File: src/rtl/edge_detect_multi.sv
// Multi-channel valid-qualified edge detector: per-channel INIT/LOW/HIGH FSM,
// selectable edge qualification, registered pulses, saturating counters and sticky flags.
module edge_detect_multi #(
   parameter int N_CH  = 4,
   parameter int CNT_W = 8
) (
   input  logic                    clk,
   input  logic                    rst,
   input  logic                    in_valid,
   input  logic [N_CH-1:0]         in_data,
   input  logic [1:0]              mode,
   input  logic [N_CH-1:0]         clr,
   output logic [N_CH-1:0]         pulse,
   output logic [N_CH-1:0]         sticky,
   output logic [N_CH*CNT_W-1:0]   edge_cnt,
   output logic                    any_edge
);

   typedef enum logic [1:0] {
      ST_INIT = 2'd0,
      ST_LOW  = 2'd1,
      ST_HIGH = 2'd2
   } state_t;

   localparam logic [CNT_W-1:0] CNT_MAX = {CNT_W{1'b1}};

   logic [N_CH-1:0] qual_vec;
   logic            any_edge_q;

   genvar gi;
   generate
      for (gi = 0; gi < N_CH; gi++) begin : g_ch
         state_t           state_q, state_d;
         logic             rise, fall, qual;
         logic             pulse_q;
         logic             sticky_q, sticky_d;
         logic [CNT_W-1:0] cnt_q, cnt_d;

         always_comb begin
            state_d = state_q;
            rise    = 1'b0;
            fall    = 1'b0;
            if (in_valid) begin
               case (state_q)
                  ST_INIT: state_d = in_data[gi] ? ST_HIGH : ST_LOW;
                  ST_LOW: begin
                     if (in_data[gi]) begin
                        rise    = 1'b1;
                        state_d = ST_HIGH;
                     end
                  end
                  ST_HIGH: begin
                     if (!in_data[gi]) begin
                        fall    = 1'b1;
                        state_d = ST_LOW;
                     end
                  end
                  default: state_d = ST_INIT;
               endcase
            end

            // Tracking above runs in every mode; mode only gates what counts as an edge.
            case (mode)
               2'b00:   qual = rise | fall;
               2'b01:   qual = rise;
               2'b10:   qual = fall;
               default: qual = 1'b0;
            endcase

            sticky_d = sticky_q;
            cnt_d    = cnt_q;
            if (qual) begin
               sticky_d = 1'b1;
               if (clr[gi])
                  cnt_d = {{(CNT_W-1){1'b0}}, 1'b1};
               else if (cnt_q != CNT_MAX)
                  cnt_d = cnt_q + 1'b1;
            end else if (clr[gi]) begin
               sticky_d = 1'b0;
               cnt_d    = '0;
            end
         end

         always_ff @(posedge clk) begin
            if (rst) begin
               state_q  <= ST_INIT;
               pulse_q  <= 1'b0;
               sticky_q <= 1'b0;
               cnt_q    <= '0;
            end else begin
               state_q  <= state_d;
               pulse_q  <= qual;
               sticky_q <= sticky_d;
               cnt_q    <= cnt_d;
            end
         end

         assign qual_vec[gi]                    = qual;
         assign pulse[gi]                       = pulse_q;
         assign sticky[gi]                      = sticky_q;
         assign edge_cnt[gi*CNT_W +: CNT_W]     = cnt_q;
      end
   endgenerate

   // Reduced from the same-cycle qualifiers so it lines up with pulse.
   always_ff @(posedge clk) begin
      if (rst)
         any_edge_q <= 1'b0;
      else
         any_edge_q <= |qual_vec;
   end

   assign any_edge = any_edge_q;

endmodule

File: config.mk
export PLATFORM = sky130hd
export DESIGN_NAME = edge_detect_multi
export DESIGN_NICKNAME = d
export VERILOG_FILES = /design/src/rtl/edge_detect_multi.sv
export SDC_FILE = /design/constraint.sdc
export NUM_CORES = 1
export LEC_CHECK = 0
export CAP_MARGIN = 15
export CORE_UTILIZATION = 30
export DETAILED_ROUTE_END_ITERATION = 8
export SLEW_MARGIN = 5
export SYNTH_ARGS = -nofsm -noshare
export SYNTH_HDL_FRONTEND = slang
export SYNTH_SLANG_ARGS = --single-unit
File: constraint.sdc
create_clock -name clk -period 2 [get_ports clk]
set_clock_uncertainty 0.2 [all_clocks]
set_input_delay 0.2 -clock clk [delete_from_list [all_inputs] [get_ports clk]]
set_output_delay 0.2 -clock clk [all_outputs]
set_load 0.01 [all_outputs]
After elaboration in Yosys (flattened, before gate mapping)
Index checks and enable logic that the tools add are counted.

Register bits: 49. Bits of input ports: 13.

Add/subtract/negate cells: 4. Eq/ne operators: 22. Muxes and demuxes: 68. Bitwise logic cells: 4. Reductions and logical operators: 22.

Operator list (count): two-way mux 8 bit (16); adder 8 x 1 -> 8 bit (second input constant) (4); two-way mux 1 bit (32); inequality test 8 bit (second input constant) (4); two-way mux 2 bit (12); one-hot mux 2 bit (3 select lines) (4); inequality test 2 bit (second input constant) (8); nonzero test 2 bit (8); one-hot mux 1 bit (3 select lines) (4); AND reduction 3 bit (4); == test 2 x 1 -> 1 bit (second input constant) (5); == test 2 bit (second input constant) (5); zero test 2 bit (5); AND reduction 2 bit (4); bitwise OR 1 bit (4); OR reduction 4 bit (1).

Depth between registers and ports, before layout
Gate-level depths: netlist of the first run.

Word-level depth: 7. Depth in mapped cells: 5. Mapped depth without buffers: 5.

Least setup slack after synthesis of the first run
OpenSTA, ideal clock, no wires.

Kind: register to register. From: reg g_ch[3].cnt_q[3]. To: reg g_ch[3].cnt_q[7]. Arrival time: 1.557 ns. Setup slack: 0.173 ns. Cell stages (with the launch flop): 5. Buffers on the path: 0. Cell sequence: dfxtp_1 nand4_2 or3_1 or4_1 a21oi_1.

Word-level cells in the longest chain between the ends: 4. Elaborated cells on any way between the ends: 7. Classes of those cells: add/sub (1); eq/ne (1); mux (3); reduce/logical (2).

Ends and longest elaborated chain: start, declared (line 37) `logic [CNT_W-1:0] cnt_q, cnt_d;`; start signal, assigned (line 94) `cnt_q <= cnt_d;`; adder 8 x 1 -> 8 bit (line 77) `cnt_d = cnt_q + 1'b1;`; two-way mux 8 bit (line 76) `else if (cnt_q != CNT_MAX)`; two-way mux 8 bit (line 74) `if (clr[gi])`; two-way mux 8 bit (line 72) `if (qual) begin`.

Several ways; a longest one is shown, not always the timed one. The select of a mux whose other input is x is not followed. A chain may end at the register's enable or synchronous reset.

Worst setup path in the final report of the first run
From: reg g_ch[3].state_q[0]. To: reg g_ch[3].cnt_q[6].

Word-level cells in the longest chain between the ends: 7. Elaborated cells on any way between the ends: 11. Classes of those cells: eq/ne (2); mux (6); bitwise (1); reduce/logical (2).

Ends and longest elaborated chain: start, declared (line 33) `state_t state_q, state_d;`; start signal, assigned (line 91) `state_q <= state_d;`; == test 2 x 1 -> 1 bit / == test 2 bit (equally long branches) (line 44) `case (state_q)`; two-way mux 1 bit (line 44); two-way mux 1 bit (line 43) `if (in_valid) begin`; bitwise OR 1 bit (line 64) `2'b00: qual = rise | fall;`; one-hot mux 1 bit (3 select lines) * (line 63) `case (mode)`; nonzero test 2 bit (no line); AND reduction 2 bit (no line).

Mark *: on every way between the ends. The rest lies on a longest branch, timed or not.

==> flow_metrics.env, run 1 <==
export IMPL_status="finished clean"
export IMPL_total_power_mw=1.74
export IMPL_power_density_nw_per_um2=512
export IMPL_finalHoldViolCount=0
export IMPL_drv_slew=0
export IMPL_maxCapViolCount=0
export IMPL_firstDrtPassIters=4
export IMPL_synth_commonest_cells="dfxtp_1 (49), nand2_1 (29), a21oi_1 (22), nor2_1 (16), nand3_1 (15)"
export IMPL_crit_fanout=12
export IMPL_cts_sinks=49
export IMPL_wl_per_cell_um=13.2
export IMPL_drt_iter0_markers=68
export IMPL_worstMarginPinSlew_ps=571
export IMPL_drtAntennaViolNets=0
export IMPL_fmax_ghz=0.527
export IMPL_min_delay_path_class="in2reg"
export IMPL_synth_flop_cell="dfxtp_1"
export IMPL_ys_ff_latch=49
export IMPL_ctsHoldBuffers=0
export IMPL_die_height_um=92.8
export IMPL_multiInputGateArea_um2=1400
export IMPL_nets=379
export IMPL_final_setup_tns_ps=0
export IMPL_vias=2426
export IMPL_place_gp_congestion=0.847
export IMPL_critPathMaxStageDelay_ps=500
export IMPL_grt_pass1_vias=2266
export IMPL_r2r_end="g_ch[3].cnt_q[6]"
export IMPL_synth_distinct_cells=50
export IMPL_reg2reg_setup_slack_ps=100
export IMPL_crit_path_start_kind="flop"
export IMPL_path_cells="nor4bb_4, o21ai_1, buf_4, or4_1, a21oi_1"
export IMPL_yosys_warnings=0
export IMPL_max_slew_margin_pct=61.5
export IMPL_grt_overflow=0
export IMPL_yosysMostFrequentCell="dfxtp_1"
export IMPL_synth_edf_count=0
export IMPL_routed_wl_um=6120
export IMPL_worst_r2r_path_depth=5
export IMPL_final_layout_size_suffix_gt1_share_pct=14.3
export IMPL_crit_arrival_ps=1920
export IMPL_stdcell_area_um2=3390
export IMPL_fin_crit_sh_pct=94.9
export IMPL_hpwl_um=4400
export IMPL_regArea_um2=981
export IMPL_vdd_ir_drop_worst_mv=0.476
export IMPL_endpoint_kind="flop"
export IMPL_cts_root_buf="clkbuf_8"
export IMPL_synthesis_area_um2=2470
export IMPL_antenna_found_initial=0
export IMPL_leakagePower_nw=1.16
export IMPL_required_ps=2030
export IMPL_dieArea_um2=8610
export IMPL_grt_max_degree=33
export IMPL_synth_top_area_share_pct=39.7
export IMPL_dpl_cell_area_um2=3260
export IMPL_crit_start="g_ch[3].state_q[0]"
export IMPL_syn_area_per_cell_um2=8.47
export IMPL_syn2layout_area_growth_pct=37.3
export IMPL_clock_path_buffers=2
export IMPL_crit_type="reg2reg"
export IMPL_fillCellCount=820
export IMPL_clk_pin_slew_ps=90
export IMPL_cts_buffers=5
export IMPL_synth_area_leaders="dfxtp_1 (40%), a21oi_1 (4.5%), nand2_1 (4.4%)"
export IMPL_seq_area_frac_synth_pct=39.7
export IMPL_row_count=32
export IMPL_fin_crit_ps=1900
export IMPL_finalSetupViolations=0
export IMPL_grt_pass1_wl_um=10200
export IMPL_h_tree_depth=2
export IMPL_portBuffers=53
export IMPL_vias_per_cell=5.22
export IMPL_syn_instance_count=292
export IMPL_core_region_area_um2=7850
export IMPL_io_pins=54
export IMPL_track_usage_pct=14.2
export IMPL_clk_latency_ps=290
export IMPL_synth_nets=309
export IMPL_cpMaxStageDelayCell="or4_1"
export IMPL_drc=0
export IMPL_initial_core_util_pct=31.5
export IMPL_insertedDiodeCount=0
export IMPL_die_w_um=92.8
export IMPL_worstSetupEndpoint="g_ch[3].cnt_q[6]"
export IMPL_r2r_start="g_ch[3].state_q[0]"
export IMPL_netlist_top_cell_by_area="dfxtp_1"
export IMPL_cts_tree="yes"
export IMPL_async_flop_share_pct=0
==> critical path: cells and delay by family (launching register included) <==
kind                   cells  cell delay [ps]
AOI/OAI and AO/OA          2              250
DFF                        1              450
and+or+nand+nor            2              750
buffers and inverters      1              180
==> kinds of logic (layout without fill, tap and decap cells) <==
logic type / count (synthesis) / in the layout / synth area share, %
buffers and inverters: 28 / 99 / 5.57
adder cells (fa/ha/maj): 4 / 4 / 2.02
AO/OA/AOI/OAI: 80 / 80 / 21.3
AND/OR/NAND/NOR: 123 / 123 / 28.2
flip-flops: 49 / 49 / 39.7
multiplexers: 8 / 8 / 3.24
==> flip-flops by register name, summed over array words and instances (netlist names) <==
name and flops:
any_edge 1, g_ch.cnt_q 32, g_ch.pulse_q 4, g_ch.state_q 8, g_ch.sticky_q 4
==> where the power goes <==
| part | internal [mW] | leakage (nW) | switching (mW) | total, mW |
|---|---|---|---|---|
| Clock | 0.244 | 0.0450 | 0.331 | 0.574 |
| Sequential | 0.990 | 0.396 | 0.0168 | 1.01 |
| Combinational | 0.0846 | 0.723 | 0.0739 | 0.158 |
==> layout by cell type (no fill, tap or decap), types with 4 or more instances in the layout <==
cell type / count
o311ai_0: 4
nand3_1: 15
inv_1: 9
and3_1: 5
mux2i_1: 8
ha_1: 4
nor3_1: 7
o21ai_0: 13
clkbuf_8: 5
dfxtp_1: 49
buf_4: 28
nor2_1: 16
or3_1: 9
nand2_1: 29
a21oi_1: 22
clkdlybuf4s50_1: 50
o41ai_1: 5
or4_1: 6
or2_2: 4
o21ai_1: 4
nand2b_1: 6
o31ai_1: 9
==> how the worst min path moves through the flow <==
stage,depth (start not counted),slack [ps],to,start
after global routing,4,200,g_ch[3].state_q[1],in_data[3]
after floorplan,1,110,g_ch[3].cnt_q[0],clr[3]
final,4,200,g_ch[3].state_q[1],in_data[3]
after global placement,1,240,g_ch[3].sticky_q,g_ch[3].sticky_q
after detailed placement,1,260,g_ch[2].sticky_q,g_ch[2].sticky_q
after CTS,2,280,g_ch[0].sticky_q,g_ch[0].sticky_q
==> timing repair <==
item | in CTS | in global routing
gates resized for setup | 0 | 11
setup endpoints to repair | 0 | 10
buffers inserted | 0 | 0
==> cell type report <==
| cell class | count | share of cell area [%] |
|---|---|---|
| multi-input cells | 215 | 41.3 |
| flip-flops and latches | 49 | 28.9 |
| repair buffers | 82 | 22.6 |
| well taps | 102 | 3.76 |
| clock buffers | 6 | 2.14 |
| inverters | 9 | 0.995 |
| clock inverters | 2 | 0.295 |
==> through the flow <==
step,instances,hold slack (ps),setup slack [ps],utilization (%)
4_1_cts,465,281,20.6,42.6
2_1_floorplan,292,105,173,-
3_3_place_gp,457,239,-215,41.5
5_1_grt,465,204,-0.649,43.3
3_5_place_dp,457,256,-244,41.5
6_report,465,199,103,43.3
==> layer usage <==
| metal | global-route usage (%) | part of all wire [%] | vias to the layer above |
|---|---|---|---|
| met5 | 0 | 0 | - |
| met4 | 1.54 | 0.31 | 0 |
| met3 | 3.20 | 4.6 | 2 |
| met2 | 25.2 | 49 | 45 |
| met1 | 18.1 | 46 | 1149 |
| li1 | - | - | 1230 |
No activity file was read; power rests on OpenSTA's default activity.
==> run 2, diff against run 1 <==
--- a/config.mk
+++ b/config.mk
@@ -8,7 +8,9 @@
 export CAP_MARGIN = 15
 export CORE_UTILIZATION = 30
 export DETAILED_ROUTE_END_ITERATION = 8
+export SETUP_SLACK_MARGIN = 0.02
 export SLEW_MARGIN = 5
 export SYNTH_ARGS = -nofsm -noshare
 export SYNTH_HDL_FRONTEND = slang
 export SYNTH_SLANG_ARGS = --single-unit
+export TNS_END_PERCENT = 1
==> run 2 against run 1 <==
Via count unchanged. Register-to-register slack about the same. Fmax unchanged. Clock power about the same. Die area unchanged. Largest cell class unchanged.
==> flow_metrics.env, run 2 (same netlist as run 1, synthesis figures left out) <==
export IMPL_firstDrtPassIters=4
export IMPL_dpl_cell_area_um2=3260
export IMPL_maxCapViolCount=0
export IMPL_insertedDiodeCount=0
export IMPL_grt_pass1_vias=2266
export IMPL_post_cts_buffers=0
export IMPL_hpwl_um=4400
export IMPL_h_tree_depth=2
export IMPL_fillCellCount=821
export IMPL_crit_type="reg2reg"
export IMPL_grt_pass1_wl_um=10200
export IMPL_status="finished clean"
export IMPL_ctsHoldBuffers=0
export IMPL_clk_latency_ps=290
export IMPL_holdPathEnd="g_ch[3].state_q[1]"
export IMPL_vdd_ir_drop_worst_mv=0.476
export IMPL_place_gp_congestion=0.847
export IMPL_track_usage_pct=14.2
export IMPL_crit_arrival_ps=1920
export IMPL_post_route_util_pct=43.3
export IMPL_reg2reg_setup_slack_ps=100
export IMPL_drt_iter0_markers=68
export IMPL_drv_slew=0
export IMPL_largest_register="g_ch.cnt_q"
export IMPL_clock_path_buffers=2
export IMPL_finalHoldViolCount=0
export IMPL_post_cts_resized=0
export IMPL_worstHoldPathCells=4
export IMPL_cts_buffers=5
export IMPL_cts_sinks=49
export IMPL_worstMarginPinSlew_ps=571
export IMPL_holdWs_ps=192
export IMPL_largest_register_ffs=32
export IMPL_fin_crit_sh_pct=94.9
export IMPL_row_count=32
export IMPL_stdcell_area_um2=3400
export IMPL_max_slew_margin_pct=61.5
export IMPL_grt_max_degree=33
export IMPL_rsz0062_at_grt="false"
export IMPL_fin_crit_ps=1900
export IMPL_final_common_cell="clkdlybuf4s50_1"
export IMPL_core_region_area_um2=7850
export IMPL_cts_root_buf="clkbuf_8"
export IMPL_die_height_um=92.8
export IMPL_min_delay_start="in_data[3]"
export IMPL_min_delay_path_class="in2reg"
export IMPL_stdcell_count=465
export IMPL_power_density_nw_per_um2=512
export IMPL_total_power_mw=1.74
export IMPL_final_setup_tns_ps=0
export IMPL_fmax_ghz=0.527
export IMPL_die_w_um=92.8
export IMPL_leakagePower_nw=1.17
export IMPL_cts_tree="yes"
export IMPL_final_layout_size_suffix_gt1_share_pct=14.6
export IMPL_grt_overflow=0
export IMPL_mostFrequentLayoutCells="clkdlybuf4s50_1 (50), dfxtp_1 (48), nand2_1 (29)"
export IMPL_antenna_found_initial=0
export IMPL_nets=379
export IMPL_multiInputGateArea_um2=1400
export IMPL_clk_pin_slew_ps=90
export IMPL_vias_per_cell=5.22
export IMPL_endpoint_kind="flop"
export IMPL_largestRegisters="g_ch.cnt_q: 32 flops, g_ch.state_q: 8 flops"
export IMPL_wl_per_cell_um=13.2
export IMPL_r2r_end="g_ch[3].cnt_q[6]"
export IMPL_dieArea_um2=8610
export IMPL_syn2layout_area_growth_pct=37.3
export IMPL_dp_slack_ps=-244
export IMPL_fin_ws_ps=103
export IMPL_initial_core_util_pct=31.5
export IMPL_routed_wl_um=6120
export IMPL_crit_path_start_kind="flop"
export IMPL_r2r_start="g_ch[3].state_q[0]"
export IMPL_drc=0
export IMPL_finalSetupViolations=0
export IMPL_crit_fanout=12
export IMPL_regArea_um2=982
export IMPL_required_ps=2030
export IMPL_drtAntennaViolNets=0
export IMPL_place_inst=457
export IMPL_io_pins=54
export IMPL_worst_r2r_path_depth=5
export IMPL_portBuffers=53
export IMPL_vias=2426
==> run 2: cell counts in the layout (fill, tap and decap cells not counted) <==
No cell type changed its count.
==> run 2: how the worst max path moves through the flow <==
stage | start | endpoint | cells after the start
finish | g_ch[3].state_q[0] | g_ch[3].cnt_q[6] | 5
detailed placement | mode[0] | g_ch[3].cnt_q[6] | 6
global route | in_data[0] | g_ch[0].cnt_q[5] | 6
CTS | in_data[3] | g_ch[3].cnt_q[6] | 6
floorplan | g_ch[3].cnt_q[3] | g_ch[3].cnt_q[7] | 4
global placement | mode[0] | g_ch[3].cnt_q[3] | 6
==> run 2: per-layer routing <==
| metal | up-vias | share of wire [%] | routed length, um | global-route usage (%) |
|---|---|---|---|---|
| li1 | 1230 | - | - | - |
| met1 | 1149 | 46 | 2820 | 18.1 |
| met2 | 45 | 49 | 3000 | 25.2 |
| met3 | 2 | 4.6 | 279 | 3.20 |
| met4 | 0 | 0.31 | 19 | 1.54 |
| met5 | - | 0 | 0 | 0 |
==> run 2: final cells by class <==
type                       instances  share of cell area (%)
clock buffer                       6                    2.14
sequential                        49                    28.9
timing repair buffer              82                    22.6
inverter                           9                   0.995
clock inverter                     2                   0.295
multi-input combinational        215                    41.3
tap                              102                    3.76
==> run 2: report_power, final <==
part | switching (mW) | internal (mW) | leakage [nW]
clock network | 0.331 | 0.244 | 0.0450
registers | 0.0168 | 0.990 | 0.397
logic | 0.0739 | 0.0846 | 0.723
total | 0.421 | 1.32 | 1.17
==> run 2: critical path, stage by stage (launching register included) <==
cell and delay [ps]:
dfxtp_1 450, nor4bb_4 250, o21ai_1 100, buf_4 180, or4_1 500, a21oi_1 150
==> run 3, diff against run 2 <==
--- a/config.mk
+++ b/config.mk
@@ -6,7 +6,9 @@
 export NUM_CORES = 1
 export LEC_CHECK = 0
 export CAP_MARGIN = 15
+export CORE_ASPECT_RATIO = 2
 export CORE_UTILIZATION = 30
+export CTS_BUF_LIST = sky130_fd_sc_hd__clkbuf_8
 export DETAILED_ROUTE_END_ITERATION = 8
 export SETUP_SLACK_MARGIN = 0.02
 export SLEW_MARGIN = 5
==> run 3 against run 2 <==
Design area grew 1.3%. Die area rose by 0.26%. First-iteration DRC count rose by 130%. Critical path depth unchanged. Non-clock buffer count rose by 5. Sequential share of layout area down 0.34 points. Core utilization about the same. Clock power grew 16%. Hold slack worse by 36 ps. Count of clock-buffer cells in the layout grew 1. Cell count decreased by 0.22%. Setup slack better by 25 ps. Highest routed layer unchanged.
==> flow_metrics.env, run 3 (same netlist as run 1, synthesis figures left out) <==
export IMPL_vias=2539
export IMPL_crit_type="reg2reg"
export IMPL_final_layout_size_suffix_gt1_share_pct=16.0
export IMPL_hpwl_um=5000
export IMPL_holdWs_ps=156
export IMPL_status="finished clean"
export IMPL_endpoint_kind="flop"
export IMPL_final_common_cell="clkdlybuf4s50_1"
export IMPL_routed_wl_um=6650
export IMPL_min_delay_path_class="in2reg"
export IMPL_dieArea_um2=8630
export IMPL_vias_per_cell=5.47
export IMPL_cts_sinks=49
export IMPL_p_sw_mw=0.444
export IMPL_fin_crit_sh_pct=93.6
export IMPL_finalSetupViolations=0
export IMPL_place_gp_congestion=0.810
export IMPL_final_setup_tns_ps=0
export IMPL_largest_register_ffs=32
export IMPL_fin_crit_ps=1870
export IMPL_wl_per_cell_um=14.3
export IMPL_fin_ws_ps=128
export IMPL_insertedDiodeCount=0
export IMPL_largest_register="g_ch.cnt_q"
export IMPL_clk_latency_ps=320
export IMPL_cts_root_buf="clkbuf_8"
export IMPL_finalHoldViolCount=0
export IMPL_power_share_clock_pct=36.3
export IMPL_drtAntennaViolNets=0
export IMPL_cts_buffers=5
export IMPL_initial_core_util_pct=31.1
export IMPL_drt_iter0_markers=155
export IMPL_nets=384
export IMPL_firstDrtPassIters=4
export IMPL_clk_pin_slew_ps=100
export IMPL_post_cts_resized=0
export IMPL_clock_path_buffers=2
export IMPL_grt_pass1_vias=2410
export IMPL_core_region_area_um2=7940
export IMPL_row_count=46
export IMPL_largestRegisters="g_ch.cnt_q: 32 flops, g_ch.state_q: 8 flops"
export IMPL_h_tree_depth=2
export IMPL_seq_power_share_pct=54.9
export IMPL_required_ps=2050
export IMPL_leakagePower_nw=1.20
export IMPL_syn2layout_area_growth_pct=39.2
export IMPL_grt_pass1_wl_um=10600
export IMPL_ctsHoldBuffers=0
export IMPL_maxCapViolCount=0
export IMPL_power_internal_mw=1.39
export IMPL_crit_fanout=8
export IMPL_worstMarginPinSlew_ps=422
export IMPL_post_cts_buffers=0
export IMPL_antenna_found_initial=0
export IMPL_crit_arrival_ps=1920
export IMPL_fmax_ghz=0.534
export IMPL_drc=0
export IMPL_vdd_ir_drop_worst_mv=0.418
export IMPL_total_power_mw=1.83
export IMPL_swShare_pct=24.2
export IMPL_power_density_nw_per_um2=533
export IMPL_cts_tree="yes"
export IMPL_die_w_um=66.2
export IMPL_dp_slack_ps=-286
export IMPL_power_share_combinational_pct=8.8
export IMPL_rsz0062_at_grt="true"
export IMPL_drv_slew=0
export IMPL_io_pins=54
export IMPL_fillCellCount=840
export IMPL_grt_max_degree=21
export IMPL_mostFrequentLayoutCells="clkdlybuf4s50_1 (50), dfxtp_1 (47), buf_4 (33)"
export IMPL_track_usage_pct=16.0
export IMPL_crit_path_start_kind="flop"
export IMPL_die_height_um=130
export IMPL_portBuffers=53
export IMPL_max_slew_margin_pct=71.6
export IMPL_grt_overflow=0
-- run 3: cell types whose count changed in the layout (fill, tap and decap cells not counted), sizes merged --
cell	previous run	this run
buf	29	34
clkbuf	6	7
clkinv	2	1
-- run 3: final timing paths --
| path | from | end | slack [ps] | depth (start not counted) |
|---|---|---|---|---|
| worst max-delay path | g_ch[1].state_q[0] | g_ch[1].cnt_q[4] | 130 | 5 |
| worst min-delay path | in_data[3] | g_ch[3].state_q[1] | 160 | 4 |
| worst max register to register | g_ch[1].state_q[0] | g_ch[1].cnt_q[4] | 130 | 5 |
| worst min register to register | g_ch[2].sticky_q | g_ch[2].sticky_q | 270 | 1 |
-- run 3: per-layer routing --
layer	part of all wire, %	vias up	global-route usage, %
li1	-	1243	-
met4	3.5	0	10.3
met1	37	1219	14.8
met3	3.6	18	3.56
met2	56	59	30.3
met5	0	-	0
-- run 3: power groups by stage --
stage	registers, mW	logic (mW)	clock network [mW]
global placement	1.03	0.154	0
global route	1.01	0.174	0.719
floorplan	1.02	0.0712	0
detailed placement	1.03	0.156	0
finish	1.01	0.161	0.665
CTS	1.00	0.156	0.693
-- run 3: cell type report --
| type | instances | area [um2] | share of cell area (%) |
|---|---|---|---|
| inverter | 9 | 33.8 | 0.982 |
| multi-input combinational | 215 | 1400 | 40.6 |
| timing repair buffer | 87 | 806 | 23.4 |
| sequential | 49 | 983 | 28.6 |
| tap | 96 | 120 | 3.49 |
| clock inverter | 1 | 5.00 | 0.145 |
| clock buffer | 7 | 96.3 | 2.80 |
-- run 3: stage by stage --
| stage | util (%) | instances | instance area (um2) |
|---|---|---|---|
| 2_1_floorplan | - | 292 | 2470 |
| 3_3_place_gp | 41.4 | 456 | 3290 |
| 3_5_place_dp | 41.4 | 456 | 3290 |
| 4_1_cts | 42.7 | 464 | 3390 |
| 5_1_grt | 43.3 | 464 | 3440 |
| 6_report | 43.3 | 464 | 3440 |
-- run 3: critical path, stage by stage (launching register included) --
cell and delay (ps):
dfxtp_1 370, nor4b_2 330, o21ai_1 110, buf_4 170
or4_1 490, a21oi_1 150
